## src/rtl/mem_port_arbiter_pkg.sv

```systemverilog
// Shared types for the memory port arbiter.
// FSM states and the registered memory command bundle.
package mem_port_arbiter_pkg;

    localparam int CMD_AW = 8;
    localparam int CMD_DW = 8;

    typedef enum logic [0:0] {
        ARB    = 1'b0,
        LOCKED = 1'b1
    } arb_state_t;

    // Command fields are sized by CMD_AW/CMD_DW; the top's
    // width parameters default to these values.
    typedef struct packed {
        logic              me;
        logic              we;
        logic              oe;
        logic [CMD_AW-1:0] addr;
        logic [CMD_DW-1:0] data;
    } mem_cmd_t;

endpackage

```

## src/rtl/mem_port_arbiter_rr_pick.sv

```systemverilog
// Rotate-priority picker: first set request at or after
// i_ptr, wrapping at NUM_REQ. One-hot grant plus index.
module mem_rr_pick #(
    parameter int NUM_REQ = 2,
    parameter int IDX_W   = (NUM_REQ > 1) ? $clog2(NUM_REQ) : 1
) (
    input  logic [NUM_REQ-1:0] i_req,
    input  logic [IDX_W-1:0]   i_ptr,
    output logic [NUM_REQ-1:0] o_grant,
    output logic [IDX_W-1:0]   o_idx,
    output logic               o_any
);

    logic [2*NUM_REQ-1:0] w_dbl;
    logic [NUM_REQ-1:0]   w_rot;

    assign w_dbl = {i_req, i_req} >> i_ptr;
    assign w_rot = w_dbl[NUM_REQ-1:0];

    // Scan the rotated vector from bit 0 and map the first hit back.
    always_comb begin
        int s;
        o_grant = '0;
        o_idx   = '0;
        o_any   = 1'b0;
        s       = 0;
        for (int k = 0; k < NUM_REQ; k++) begin
            if (!o_any && w_rot[k]) begin
                o_any = 1'b1;
                s = int'(i_ptr) + k;
                if (s >= NUM_REQ) begin
                    s = s - NUM_REQ;
                end
                o_idx = IDX_W'(s);
            end
        end
        if (o_any) begin
            o_grant = NUM_REQ'(1) << o_idx;
        end
    end

endmodule

```

## src/rtl/mem_port_arbiter.sv

```systemverilog
// Round-robin arbiter sharing one synchronous memory port.
// Optional grant locking enabled by defining MEM_ARB_LOCK_EN.
module mem_port_arbiter
    import mem_port_arbiter_pkg::*;
#(
    parameter int DATA_WIDTH = CMD_DW,
    parameter int ADDR_WIDTH = CMD_AW,
    parameter int NUM_REQ    = 2,
    parameter int LOCK_MAX   = 16
) (
    input  logic                           i_clk,
    input  logic                           i_rst_n,
    input  logic [NUM_REQ-1:0]             i_req_valid,
    output logic [NUM_REQ-1:0]             o_req_ready,
    input  logic [NUM_REQ-1:0]             i_req_we,
    input  logic [NUM_REQ-1:0]             i_req_lock,
    input  logic [NUM_REQ*ADDR_WIDTH-1:0]  i_req_addr,
    input  logic [NUM_REQ*DATA_WIDTH-1:0]  i_req_wdata,
    output logic [NUM_REQ-1:0]             o_rsp_valid,
    output logic [DATA_WIDTH-1:0]          o_rsp_rdata,
    output logic                           o_mem_me,
    output logic                           o_mem_we,
    output logic                           o_mem_oe,
    output logic [ADDR_WIDTH-1:0]          o_mem_address,
    output logic [DATA_WIDTH-1:0]          o_mem_data,
    input  logic [DATA_WIDTH-1:0]          i_mem_data_out
);

    localparam int IDX_W = (NUM_REQ > 1) ? $clog2(NUM_REQ) : 1;

    logic [IDX_W-1:0]      r_rr_ptr;
    mem_cmd_t              r_cmd;
    logic                  r_rd_v;
    logic [IDX_W-1:0]      r_rd_id;
    logic [NUM_REQ-1:0]    r_rsp_valid;

    logic [NUM_REQ-1:0]    w_req_eff;
    logic [NUM_REQ-1:0]    w_grant;
    logic [IDX_W-1:0]      w_idx;
    logic                  w_any;
    logic                  w_accept;
    logic                  w_sel_we;
    logic                  w_sel_lock;
    logic [ADDR_WIDTH-1:0] w_sel_addr;
    logic [DATA_WIDTH-1:0] w_sel_data;
    logic                  w_release;
    logic [IDX_W-1:0]      w_owner;

    function automatic logic [IDX_W-1:0] f_next(
        input logic [IDX_W-1:0] idx
    );
        if (idx == IDX_W'(NUM_REQ - 1)) begin
            return '0;
        end
        return idx + 1'b1;
    endfunction

    mem_rr_pick #(
        .NUM_REQ (NUM_REQ),
        .IDX_W   (IDX_W)
    ) u_pick (
        .i_req   (w_req_eff),
        .i_ptr   (r_rr_ptr),
        .o_grant (w_grant),
        .o_idx   (w_idx),
        .o_any   (w_any)
    );

    // No grant is visible while reset is being sampled.
    assign o_req_ready = i_rst_n ? w_grant : '0;
    assign w_accept    = i_rst_n && w_any;
    assign w_sel_we    = |(i_req_we & w_grant);
    assign w_sel_lock  = |(i_req_lock & w_grant);

    // Mux the granted requester's address and write data.
    always_comb begin
        w_sel_addr = '0;
        w_sel_data = '0;
        for (int i = 0; i < NUM_REQ; i++) begin
            if (w_grant[i]) begin
                w_sel_addr = i_req_addr[i*ADDR_WIDTH +: ADDR_WIDTH];
                w_sel_data = i_req_wdata[i*DATA_WIDTH +: DATA_WIDTH];
            end
        end
    end

`ifdef MEM_ARB_LOCK_EN
    localparam int CNT_W = $clog2(LOCK_MAX + 1);

    arb_state_t       r_state;
    arb_state_t       w_state_nxt;
    logic [IDX_W-1:0] r_owner;
    logic [IDX_W-1:0] w_owner_nxt;
    logic [CNT_W-1:0] r_lock_cnt;
    logic [CNT_W-1:0] w_cnt_nxt;

    // Lock FSM state, owner and locked-cycle counter registers.
    always_ff @(posedge i_clk) begin
        if (!i_rst_n) begin
            r_state    <= ARB;
            r_owner    <= '0;
            r_lock_cnt <= '0;
        end else begin
            r_state    <= w_state_nxt;
            r_owner    <= w_owner_nxt;
            r_lock_cnt <= w_cnt_nxt;
        end
    end

    // Lock entry on a locked beat; exit on unlocked beat or timeout.
    always_comb begin
        w_state_nxt = r_state;
        w_owner_nxt = r_owner;
        w_cnt_nxt   = r_lock_cnt;
        w_release   = 1'b0;
        unique case (r_state)
            ARB: begin
                if (w_accept && w_sel_lock) begin
                    w_state_nxt = LOCKED;
                    w_owner_nxt = w_idx;
                    w_cnt_nxt   = '0;
                end
            end
            LOCKED: begin
                w_cnt_nxt = r_lock_cnt + 1'b1;
                if ((w_accept && !w_sel_lock) ||
                    (r_lock_cnt == CNT_W'(LOCK_MAX - 1))) begin
                    w_state_nxt = ARB;
                    w_cnt_nxt   = '0;
                    w_release   = 1'b1;
                end
            end
            default: begin
                w_state_nxt = ARB;
            end
        endcase
    end

    assign w_owner   = r_owner;
    assign w_req_eff = (r_state == LOCKED)
                     ? (i_req_valid & (NUM_REQ'(1) << r_owner))
                     : i_req_valid;
`else
    logic w_unused_lock;

    assign w_unused_lock = ^{i_req_lock, w_sel_lock};
    assign w_release     = 1'b0;
    assign w_owner       = '0;
    assign w_req_eff     = i_req_valid;
`endif

    // Round-robin pointer: past the owner on release, else past winner.
    always_ff @(posedge i_clk) begin
        if (!i_rst_n) begin
            r_rr_ptr <= '0;
        end else if (w_release) begin
            r_rr_ptr <= f_next(w_owner);
        end else if (w_accept) begin
            r_rr_ptr <= f_next(w_idx);
        end
    end

    // Command stage: pulse controls on accept, hold address and data.
    always_ff @(posedge i_clk) begin
        if (!i_rst_n) begin
            r_cmd <= '0;
        end else if (w_accept) begin
            r_cmd.me   <= 1'b1;
            r_cmd.we   <= w_sel_we;
            r_cmd.oe   <= !w_sel_we;
            r_cmd.addr <= w_sel_addr;
            r_cmd.data <= w_sel_data;
        end else begin
            r_cmd.me <= 1'b0;
            r_cmd.we <= 1'b0;
            r_cmd.oe <= 1'b0;
        end
    end

    // Two-deep read tracker; second stage is the one-hot rsp_valid.
    always_ff @(posedge i_clk) begin
        if (!i_rst_n) begin
            r_rd_v      <= 1'b0;
            r_rd_id     <= '0;
            r_rsp_valid <= '0;
        end else begin
            r_rd_v      <= w_accept && !w_sel_we;
            r_rd_id     <= w_idx;
            r_rsp_valid <= r_rd_v ? (NUM_REQ'(1) << r_rd_id) : '0;
        end
    end

    assign o_mem_me      = r_cmd.me;
    assign o_mem_we      = r_cmd.we;
    assign o_mem_oe      = r_cmd.oe;
    assign o_mem_address = r_cmd.addr;
    assign o_mem_data    = r_cmd.data;
    assign o_rsp_valid   = r_rsp_valid;
    assign o_rsp_rdata   = i_mem_data_out;

endmodule

```

## config.mk

```make
export PLATFORM = sky130hd
export DESIGN_NAME = mem_port_arbiter
export DESIGN_NICKNAME = d
export VERILOG_FILES = /design/src/rtl/mem_port_arbiter_pkg.sv /design/src/rtl/mem_port_arbiter_rr_pick.sv /design/src/rtl/mem_port_arbiter.sv
export SDC_FILE = /design/constraint.sdc
export NUM_CORES = 1
export LEC_CHECK = 0
export BUFFER_PORTS_ARGS = -buffer_cell sky130_fd_sc_hd__buf_2
export CORE_MARGIN = 3
export CORE_UTILIZATION = 39
export DETAILED_ROUTE_END_ITERATION = 10
export PLACE_DENSITY = 0.89
export SYNTH_ARGS = -nofsm -noshare
export SYNTH_HDL_FRONTEND = slang
export SYNTH_HIERARCHICAL = 1
export SYNTH_SLANG_ARGS = --single-unit
```

## constraint.sdc

```tcl
create_clock -name i_clk -period 1.5 [get_ports i_clk]
set_input_delay 0.225 -clock i_clk [delete_from_list [all_inputs] [get_ports i_clk]]
set_output_delay 0.225 -clock i_clk [all_outputs]
set_load 0.02 [all_outputs]
```

==> results.sh <==
export IMPL_seq_power_share=0.545
export IMPL_n_antenna_cell=0
export IMPL_critPathLaunchType="flop"
export IMPL_grt_overflow=0
export IMPL_start_util=0.422
export IMPL_swShare=0.291
export IMPL_ios=79
export IMPL_first_pass_iters=4
export IMPL_place_ws_ps=227
export IMPL_wirelength_um=2700
export IMPL_path_cells="inv_1, a21boi_4, and2_1, buf_4"
export IMPL_dieArea_um2=3420
export IMPL_grt_max_degree=29
export IMPL_cts_tree="done"
export IMPL_p_per_area_nw_per_um2=919
export IMPL_endpoint_kind="output port"
export IMPL_core_area_um2=2540
export IMPL_tns_ps=0
export IMPL_clkPwrFrac=0.215
export IMPL_ys_seq_area_frac=0.448
export IMPL_nets=228
export IMPL_yosysTopAreaCell="dfxtp_1"
export IMPL_drt_initial_drc_count=22
export IMPL_path_delay_family="flip-flops"
export IMPL_drv_cap=0
export IMPL_slew_viol_final=0
export IMPL_path_max_fanout=3
export IMPL_fin_ws_ps=74.9
export IMPL_rsz0062_at_grt="no"
export IMPL_hold_depth=3
export IMPL_hpwl_um=2030
export IMPL_final_antenna_net_count=0
export IMPL_clockBufferDepth=2
export IMPL_hold_violations=0
export IMPL_avgSynthCellArea_um2=8.52
export IMPL_status="finished clean"
export IMPL_grt_pass1_wl_um=4180
export IMPL_die_h_um=58.5
export IMPL_setup_viol=0
export IMPL_synth_area_leaders="dfxtp_1, nand3b_1, a31oi_1"
export IMPL_critPathRequiredTime_ps=1270
export IMPL_reg2reg_depth=6
export IMPL_skew_ps=7.79
export IMPL_finalCritPeriodShare=0.950
export IMPL_critPathSlowestCell="dfxtp_2"
export IMPL_synth_seq_cells=24
export IMPL_routabilityCongestion=0.711
export IMPL_post_route_util=0.551
export IMPL_antenna_found_initial=0
export IMPL_fillers=247
export IMPL_grt_use_total=0.158
export IMPL_wl_per_cell_um=13.0
export IMPL_yosysWarnings=6
export IMPL_netlist_area_um2=1070
export IMPL_drive_above_1_share=0.416
export IMPL_cts_inserted_buffers=3
export IMPL_via_per_inst=5.00
export IMPL_syn_to_final_growth_pct=30.7
export IMPL_route_detailed_drc=0
export IMPL_synth_nets=174
export IMPL_clkSinkCount=24
export IMPL_fmax_mhz=702
export IMPL_p_int_w=0.000915
export IMPL_synth_top_cell_area_share=0.448
export IMPL_worst_slew_pin_slew_ps=304
export IMPL_path_clk_slew_ps=130
export IMPL_place_area_um2=1360
export IMPL_grt_pass1_vias=983
export IMPL_worstSetupPathType="reg -> out"
export IMPL_finalCriticalPeriod_ps=1430
export IMPL_critPathBufInv=2
export IMPL_slew_headroom=0.798
export IMPL_critPathArrivalTime_ps=1200
export IMPL_hold_path_class="in -> reg"
export IMPL_rows=18
export IMPL_peakVddDrop_uv=508
export IMPL_fin_area_um2=1400
export IMPL_crit_cells=4
export IMPL_clock_latency_ps=310
export IMPL_via_count=1041
export IMPL_io_buffers=60
export IMPL_synthDistinctLibCells=17
export IMPL_die_width_um=58.5
export IMPL_cpPeakStageDelay_ps=370
export IMPL_p_switching_w=0.000375
export IMPL_htreeDepth=1
export IMPL_root_buffer="clkbuf_4"
export IMPL_combPwrFrac=0.240
export IMPL_netlist_instances=126
export IMPL_leakage_nw=0.674
[routing by layer]
metal | up-vias | GRT usage | wire [um]
li1 | 536 | - | -
met1 | 452 | 0.168 | 1080
met2 | 43 | 0.260 | 1330
met3 | 10 | 0.0504 | 198
met4 | 0 | 0.116 | 96
met5 | - | 0 | 0
[tightest hold or removal path, stage by stage]
cell,delay (ps)
buf_2,90
nand2_1,40
a31oi_1,70
[cell type report]
type	count	area (um^2)	area share
clock buffers	3	22.5	0.0161
inverters	2	7.51	0.00535
multi-input cells	81	478	0.341
flip-flops and latches	24	482	0.343
well taps	30	37.5	0.0268
repair buffers	68	375	0.268
[final timing paths]
path,startpoint,end,slack (ps)
worst max-delay path,r_rr_ptr$_SDFFE_PN0P_,o_req_ready[1],70
worst min-delay path,i_req_addr[14],o_mem_address[6]$_SDFFE_PN0P_,150
worst max register to register,r_rr_ptr$_SDFFE_PN0P_,o_mem_data[7]$_SDFFE_PN0P_,240
worst min register to register,r_rd_id$_SDFF_PN0_,o_rsp_valid[0]$_SDFF_PN0_,420
[sequential cells by signal, summed over array words and instances, names as in the netlist]
register / cells
o_mem_oe: 1
o_rsp_valid: 2
o_mem_me: 1
r_rd_id: 1
o_mem_address: 8
o_mem_we: 1
r_rd_v: 1
o_mem_data: 8
r_rr_ptr: 1
[what timing repair did]
item | 4_1_cts | 5_1_grt
gates cloned | 0 | 0
setup buffers | 1 | 0
pin swaps | 1 | 0
hold buffers | 0 | 0
setup endpoints to repair | 2 | 1
resized for setup | 2 | 2
[cell usage after synthesis (all sizes together)]
library cell and n:
dfxtp 24, or2 1, and3 1, a22oi 1, nor2 2, nand2 19, nor2b 2, a21boi 3
a31oi 16, o211a 1, buf 19, inv 2, nand3b 16, o21ai 16, and2 3
[logic make-up (layout without fill, tap and decap cells)]
family	Yosys count	count (layout)	synth area share
buffers and inverters	21	73	0.121
AOI/OAI and AO/OA	37	37	0.205
DFF	24	24	0.448
and+or+nand+nor	44	44	0.226
[power groups by stage]
| stage | clock network (W) | registers [W] | logic (W) |
|---|---|---|---|
| 6_report | 0.000277 | 0.000703 | 0.000309 |
| 5_1_grt | 0.000310 | 0.000708 | 0.000340 |
| 4_1_cts | 0.000284 | 0.000703 | 0.000310 |
| 3_5_place_dp | 0 | 0.000716 | 0.000302 |
| 3_3_place_gp | 0 | 0.000715 | 0.000296 |
| 2_1_floorplan | 0 | 0.000767 | 0.000157 |
[stage by stage]
stage                     instances  hold slack (ps)  power [W]
after detailed placement        204              398    0.00102
after floorplan                 126              363   0.000924
after CTS                       208              148    0.00130
after global routing            208              143    0.00136
after global placement          204              389    0.00101
final                           208              153    0.00129
[cells in the final DEF, fill, tap and decap left out, drive strengths merged, types with 2 or more instances in the layout]
master	count
nor2	2
nor2b	2
inv	2
a31oi	16
nand3b	16
clkbuf	3
a21boi	3
buf	68
dfxtp	24
and2	3
nand2	19
o21ai	16
(Power assumes the default switching activity.)
